### src/rtl/h_pc_stack.sv
// rtl/h_pc_stack.sv - program counter with hardware call/return stack
module h_pc_stack #(
  parameter int WIDTH      = 16,
  parameter int DEPTH      = 8,
  parameter logic [WIDTH-1:0] RESET_ADDR = '0
) (
  input  logic                       clk,
  input  logic                       rst_n,
  input  logic                       inc,
  input  logic                       load,
  input  logic                       call,
  input  logic                       ret,
  input  logic [WIDTH-1:0]           addr,
  output logic [WIDTH-1:0]           pc,
  output logic [WIDTH-1:0]           tos,
  output logic [$clog2(DEPTH+1)-1:0] depth,
  output logic                       empty,
  output logic                       full,
  output logic                       err
);

  localparam int DW = $clog2(DEPTH + 1);
  localparam int AW = (DEPTH > 1) ? $clog2(DEPTH) : 1;
  localparam logic [DW-1:0] FULL_CNT = DW'(DEPTH);

  logic [WIDTH-1:0] stk [DEPTH];
  logic [DW-1:0]    cnt;
  logic [DW-1:0]    cnt_m1;
  logic [AW-1:0]    wr_idx;
  logic [AW-1:0]    top_idx;
  logic [WIDTH-1:0] pc_plus1;

  logic             do_push;
  logic             set_err;
  logic [WIDTH-1:0] pc_nxt;
  logic [DW-1:0]    cnt_nxt;

  assign cnt_m1   = cnt - DW'(1);
  assign wr_idx   = cnt[AW-1:0];
  assign top_idx  = cnt_m1[AW-1:0];
  assign pc_plus1 = pc + WIDTH'(1);

  assign depth = cnt;
  assign empty = (cnt == '0);
  assign full  = (cnt == FULL_CNT);
  assign tos   = empty ? '0 : stk[top_idx];

  // Priority decode: call > ret > load > inc > hold; one action per cycle.
  always_comb begin
    pc_nxt  = pc;
    cnt_nxt = cnt;
    do_push = 1'b0;
    set_err = 1'b0;
    if (call) begin
      pc_nxt = addr;
      if (full) begin
        set_err = 1'b1;
      end else begin
        do_push = 1'b1;
        cnt_nxt = cnt + DW'(1);
      end
    end else if (ret) begin
      if (empty) begin
        set_err = 1'b1;
      end else begin
        pc_nxt  = stk[top_idx];
        cnt_nxt = cnt_m1;
      end
    end else if (load) begin
      pc_nxt = addr;
    end else if (inc) begin
      pc_nxt = pc_plus1;
    end
  end

  // Control state: pc, stack depth and the sticky error flag.
  always_ff @(posedge clk) begin
    if (!rst_n) begin
      pc  <= RESET_ADDR;
      cnt <= '0;
      err <= 1'b0;
    end else begin
      pc  <= pc_nxt;
      cnt <= cnt_nxt;
      if (set_err) begin
        err <= 1'b1;
      end
    end
  end

  // Stack storage is never cleared; depth alone marks entries valid.
  always_ff @(posedge clk) begin
    if (rst_n && do_push) begin
      stk[wr_idx] <= pc_plus1;
    end
  end

endmodule

### config.mk
export PLATFORM = sky130hd
export DESIGN_NAME = h_pc_stack
export DESIGN_NICKNAME = d
export VERILOG_FILES = /design/src/rtl/h_pc_stack.sv
export SDC_FILE = /design/constraint.sdc
export NUM_CORES = 1
export LEC_CHECK = 0
export ABC_AREA = 0
export BUFFER_PORTS_ARGS = -buffer_cell sky130_fd_sc_hd__buf_2
export CORE_MARGIN = 3
export CORE_UTILIZATION = 50
export CTS_CLUSTER_SIZE = 24
export DETAILED_ROUTE_END_ITERATION = 7
export PLACE_DENSITY = 0.72
export SLEW_MARGIN = 5
export SYNTH_ARGS = -nofsm -noshare
export SYNTH_HDL_FRONTEND = slang
export SYNTH_SLANG_ARGS = --single-unit
### constraint.sdc
create_clock -name clk -period 4.15 [get_ports clk]
set_input_delay 0.415 -clock clk [delete_from_list [all_inputs] [get_ports clk]]
set_output_delay 0.415 -clock clk [all_outputs]
set_load 0.005 [all_outputs]
-- Yosys cells after proc, flatten, opt, wreduce, memory -nomap -nowiden
Memory sizes are Yosys's and may differ from the RTL's.
Cells that the tools add are included.
- add/sub/neg operators: 3
- $mul: 0
- divide/modulo/power cells: 0
- magnitude comparators: 0
- equality and inequality tests: 4
- shift-type cells: 0
- muxes and demuxes: 18
- bitwise gates (word level): 0
- reductions and logical operators: 6
- operator list (cell ; count):
    2-to-1 mux 16 bit ; 6
    adder 16 x 1 -> 16 bit (second input constant) ; 1
    2-to-1 mux 4 bit ; 4
    2-to-1 mux 1 bit ; 8
    adder 4 x 1 -> 4 bit (second input constant) ; 1
    equality test 4 bit (second input constant) ; 1
    zero test 4 bit ; 1
    != test 2 bit (second input constant) ; 2
    nonzero test 4 bit ; 1
    subtractor 4 x 1 -> 4 bit (second input constant) ; 1
    != test 3 bit (second input constant) ; 1
    AND reduction 3 bit ; 1
    AND reduction 2 bit ; 1
    nonzero test 2 bit ; 1
    logical AND 1 bit ; 1
- register bits after elaboration: 21
- bits in latches: 0
- memory bits (writable): 128
- memory bits (read-only): 0
- input bits: 22
- output and inout port bits: 39
- word-level logic and storage cells: 35
- memories: 1
- memory list (memory ; depth ; bits a word ; read ports ; clocked after Yosys merged registers in ; wr ports ; RTL line ; RTL):
    stk ; 8 ; 16 ; 1 ; 0 ; 1 ; 26 ; logic [WIDTH-1:0] stk [DEPTH];

-- Longest topological paths before layout
- depth after elaboration: 6
- depth in mapped cells: 10
- mapped depth without buffers: 8

-- Least setup slack after synthesis
OpenSTA, ideal clock, no wires.
- path kind: reg2reg
- start: register cnt[0] (netlist: depth[0])
- end: memory stk[1][0], enable pin
- setup time: 0.409 ns
- arrival: 2.667 ns
- data required time: 3.741 ns
- setup slack: 1.073 ns
- stages on the path, launching flop included: 7
- path buffers: 1
- period minus slack after synthesis: 3.077 ns
- path through: dfxtp_1 buf_2 inv_2 ha_1 nand3b_1 nand4_1 nor3_1
- word-level cells in the longest chain between the ends: 6
- ends and longest elaborated chain (what ; RTL line ; RTL):
    start: declaration ; 27 ; logic [DW-1:0] cnt;
    start signal: assignment ; 84 ; cnt <= cnt_nxt;
    equality test 4 bit ; 45 ; assign full = (cnt == FULL_CNT);
    2-to-1 mux 1 bit ; 56 ; if (full) begin
    2-to-1 mux 1 bit ; 54 ; if (call) begin
    logical AND 1 bit ; 93 ; if (rst_n && do_push) begin
    2-to-1 mux 1 bit ; 93 ;
    2-to-1 mux 1 bit (implied by the code) ; 94 ; stk[wr_idx] <= pc_plus1;
    end: declaration ; 26 ;
Parallel ways exist; a longest one is shown, timed or not.

-- Worst setup path in the final report
- start: register cnt[1] (netlist: depth[1])
- end: output tos[9]
- word-level cells in the longest chain between the ends: 3
- elaborated cells between the ends (all ways): 4
- those cells by class: add/sub: 1; mux: 1; reduce/logical: 1; memory: 1
- ends and longest elaborated chain (what ; RTL line ; RTL):
    subtractor 4 x 1 -> 4 bit ; 38 ; assign cnt_m1 = cnt - DW'(1);
    memory (8 x 16 bit) ; - ;
    2-to-1 mux 16 bit * ; 46 ; assign tos = empty ? '0 : stk[top_idx];
    end: declaration ; 15 ; output logic [WIDTH-1:0] tos,
Mark *: on every way between the ends. The rest lies on a longest branch, timed or not.

==> impl_summary.md <==
Worst setup path
By startpoint and endpoint, the worst setup path is classified as flop to primary output. The largest delay contributor family on the critical path is multiplexers. The data arrival time at the worst-slack endpoint is approximately 3.1 ns. The critical-path cell with the highest stage delay is mux4_1. The number of buffer and inverter instances along the worst setup path is 3. In this run the critical register-to-register path is launched from depth[0]. For the worst setup path, the data required time is 3.73 ns. The capture point of the worst reg-to-reg path is pc[9]. The origin of the worst setup path is depth[1]. The worst register-to-register path has a depth of 9.

STA classifies the critical path startpoint as a flop. The logic depth of the worst path, buffers included is 8. The largest single stage delay on the critical path is 0.57 ns.

The capturing element type of the critical path is a primary output. In this run the worst path has a maximum fanout of 10. Walking the worst path, the cells encountered are inv_1, ha_1, xor2_4, buf_4, mux4_1, mux2i_1, nor2_1, buf_2.

The setup check on the worst reg-to-reg path leaves a slack of 1.09 ns.

Route
Dividing the detail-routed wire length by the instance count gives 23.2 µm. The number of design-rule violations left by the first detailed-router iteration is 552. Summed over all layers, the routed wires come to around 16000 µm. The residual antenna-violating net count after detailed routing is 0. Before antenna repair, the detailed router went through 6 iterations.

The routed via count divided by cell count is 6.15. For this run, design rule violations remaining after detail routing come to 0. The routed via count is 4259.

Timing
The worst hold slack after final layout is 0.335 ns. Subtracting the final worst setup slack from the clock period gives between 3 and 4 ns. Setup repair after global routing left no endpoint under its margin. In the final timing run, aggregate negative setup slack is 0 ns. The final worst-path cycle share is 83.8%. The number of pins with negative max-slew slack in the final report is 0. For the final database, setup skew stands at 0.00642 ns. Setup slack on the critical path of the routed design comes to roughly 0.67 ns. The top achievable clock speed is 0.287 GHz. Headroom to the max-slew limit came out at between 30% and 40%. The slew at the pin with the worst max-slew slack is 1.01 ns. Setup violations remaining at the end of the flow were counted as 0. The final number of hold-violating endpoints is 0.

Pwr
The proportion of power drawn by the clock network is 32.5%. For this design the static power due to leakage is 2.75 nW. The switching component of the power is roughly 1.4 mW.

For this design the ratio of total power to cell area is approximately 610 mW/mm². In this run, flip-flops and latches consume 39.5% of the power. The switching share of power is 29.5%.

Power comes to 4.68 mW. The internal power of the cells totals 3.30 mW. The combinational group share of total power is 27.9%.

IR analysis of the VDD net gives a maximum drop of 0.252 mV.

Clock network
Post-CTS repair changed the size of 0 cells. The maximum level of the CTS H-tree is 4. The source-to-sink clock delay at the later pin of the worst-skew pair is approximately 0.4 ns. The post-CTS clock slew at the launch and capture registers of the worst setup and hold paths is 0.06 ns.

TritonCTS built the clock tree. The total clock buffers created by CTS is 17. The maximum root-to-sink buffer count is 2. The post-cts hold buffer count is 0. Post-CTS timing repair inserted 0 buffers for setup. The tree is rooted in a clkbuf_16. The total number of clock tree sinks is 149.

Logic synthesis
For this run, the number of Yosys warnings is 0. The number of enable-type register cells in the synthesized netlist is 128. Counting instances in the post-synthesis netlist gives the leading cell types as edfxtp_1, nand2_1, mux4_2, nor2_1, dfxtp_1. Of all flip-flops after synthesis, the portion carrying an async set or reset was 0%.

After synthesis, the mean cell area works out to 15.0 µm². The number of nets in the synthesized netlist is 461. For this run, the register share of the synthesized area comes to 65.1%. The most used flip-flop cell after synthesis is edfxtp_1. The xor and xnor fraction of the mapped netlist area is 2.83%. The share of the synthesized area in the top cell type is roughly three fifths.

Counting flops and latches in the post-synthesis netlist gives 149. The mux share of post-synthesis cell area is 12.9%. The summed instance area of the synthesized netlist is 0.00655 mm². Ranked by total cell area, the synthesized netlist is headed by edfxtp_1, mux4_2, dfxtp_1. By area, the combinational part of the netlist is dominated by multiplexers.

Summing the areas of all compound-gate instances in the mapped netlist gives 8.22% of the synthesized area. The biggest area consumer among synthesized cells is edfxtp_1. The basic-gate share of the synthesized area counting and, or, nand and nor cells is 7.87%. Synthesis instantiated 48 different standard cells from the library. The cell count after synthesis is 436. The synthesized netlist devotes 0.573% of its cell area to adder and majority cells. Yosys instantiated no cell more often than edfxtp_1.

GRT
The number of global-route vias before repair was 4277. The global routing usage summed across all routing layers is a little under a quarter. The global-route wire length before repair is 24400 µm. Entering global routing, the biggest net connects 33 pins. For this run the aggregate overflow at the end of global routing stands at 0. The initial antenna violation count came to 0.

Floorplan
The region available for standard cell placement spans 0.0127 mm². The area of the die is 0.0145 mm². From left edge to right edge, the die measures about 120 µm. The I/O pin count is 61. From bottom edge to top edge, the die measures approximately 120 µm. After floorplanning, the core was divided into 41 placement rows. The effective utilization at floorplan is 51.5%.

Outcome
The flow ran to the end, and the final reports show no timing, DRC or antenna violations.

Place
Detailed placement ended at an HPWL of 10700 µm. The weighted congestion at the end of routability-driven global placement is ~0.89. The instance count after placement with tap cells included is 661. Port buffering added 60 buffers. The post-place setup slack is roughly 1.1 ns.

Worst hold path
The path with the worst hold slack has its endpoint at pc[11]. In this run the most critical hold path is launched from addr[11]. In this run the worst hold path is classified as input pin to flop. The hold-critical path depth is 3.

Cells and area
The number of antenna diodes in the final layout is 0. From synthesis to final layout, the design area changed by 17.2%. After the last flow step, the layout net total stands at between 500 and 600. Excluding fillers, the count of instances in the completed layout stands at 693. The filler cell count is 969. The fraction of layout instances using a drive strength above 1 is about 27%.

Run
Across the run, the number of max-cap violations was 0.
## through the flow
stage	cell area, µm²	util (%)
finish	7670	60.3
global route	7670	60.3
CTS	7670	60.3
detailed placement	7080	55.7
global placement	7080	55.7
floorplan	6550	-
## flip-flops by register name, summed over array words and instances, names as in the netlist
| name | cells |
|---|---|
| depth | 4 |
| stk | 128 |
| pc | 16 |
| err | 1 |
## placed cells by master, fill, tap and decap left out, types with 7 or more instances in the layout
| cell type | Yosys | routed |
|---|---|---|
| a21oi_1 | 16 | 16 |
| a22oi_1 | 7 | 7 |
| a31oi_1 | 7 | 7 |
| buf_2 | 5 | 60 |
| buf_4 | 0 | 16 |
| clkbuf_16 | 0 | 17 |
| dfxtp_1 | 21 | 20 |
| edfxtp_1 | 128 | 128 |
| inv_1 | 12 | 12 |
| mux2i_1 | 11 | 11 |
| mux4_2 | 28 | 28 |
| nand2_1 | 33 | 33 |
| nand3_1 | 11 | 11 |
| nor2_1 | 24 | 24 |
| nor3_1 | 13 | 11 |
| o21ai_0 | 9 | 9 |
| o221ai_1 | 12 | 12 |
| xnor2_1 | 7 | 7 |
| xor2_1 | 11 | 11 |
## worst register-to-register path, cell delays in order (launching register included)
cell      delay [ns]
dfxtp_2         0.33
inv_2           0.22
ha_1            0.40
or3b_2          0.53
inv_1           0.66
a21oi_1         0.14
buf_4           0.24
o221ai_1        0.19
a31oi_1         0.06
a21boi_2        0.18
## layout make-up
class,count,area (µm²),area share (%)
Sequential cell,149,4270,55.6
Multi-Input combinational cell,251,2130,27.8
Clock buffer,24,462,6.02
Timing Repair Buffer,76,420,5.48
Tap cell,172,215,2.81
Clock inverter,8,126,1.65
Inverter,13,48.8,0.636
## logic make-up (layout without fill, tap and decap cells)
family                     count (synthesis)  count (layout)
xor gates and xnor gates                  19              19
adders and majority gates                  3               3
DFF                                      149             149
and+or+nand+nor                          109             109
buffers and inverters                     36             121
AOI/OAI and AO/OA                         77              77
muxes                                     43              43
## power by group through the flow
stage / Sequential (mW) / Clock [mW] / Combinational (mW)
finish: 1.85 / 1.52 / 1.31
global route: 1.86 / 1.60 / 1.41
CTS: 1.85 / 1.54 / 1.30
detailed placement: 1.88 / 0 / 1.30
global placement: 1.87 / 0 / 1.27
floorplan: 1.86 / 0 / 0.880
## worst max-delay path by stage
stage	end	slack, ns
floorplan	stk[1][0]	1.07
global placement	tos[9]	1.19
detailed placement	tos[9]	1.12
CTS	tos[9]	0.68
global route	tos[11]	0.52
finish	tos[9]	0.67
## per-layer routing
metal	track usage, %	vias up	part of all wire (%)
met5	0	-	0
met4	9.49	0	2.3
met3	4.12	30	7.9
met2	37.3	242	50
met1	30.3	2117	40
li1	-	1870	-
Note: power is estimated with default switching activity, not from simulation.
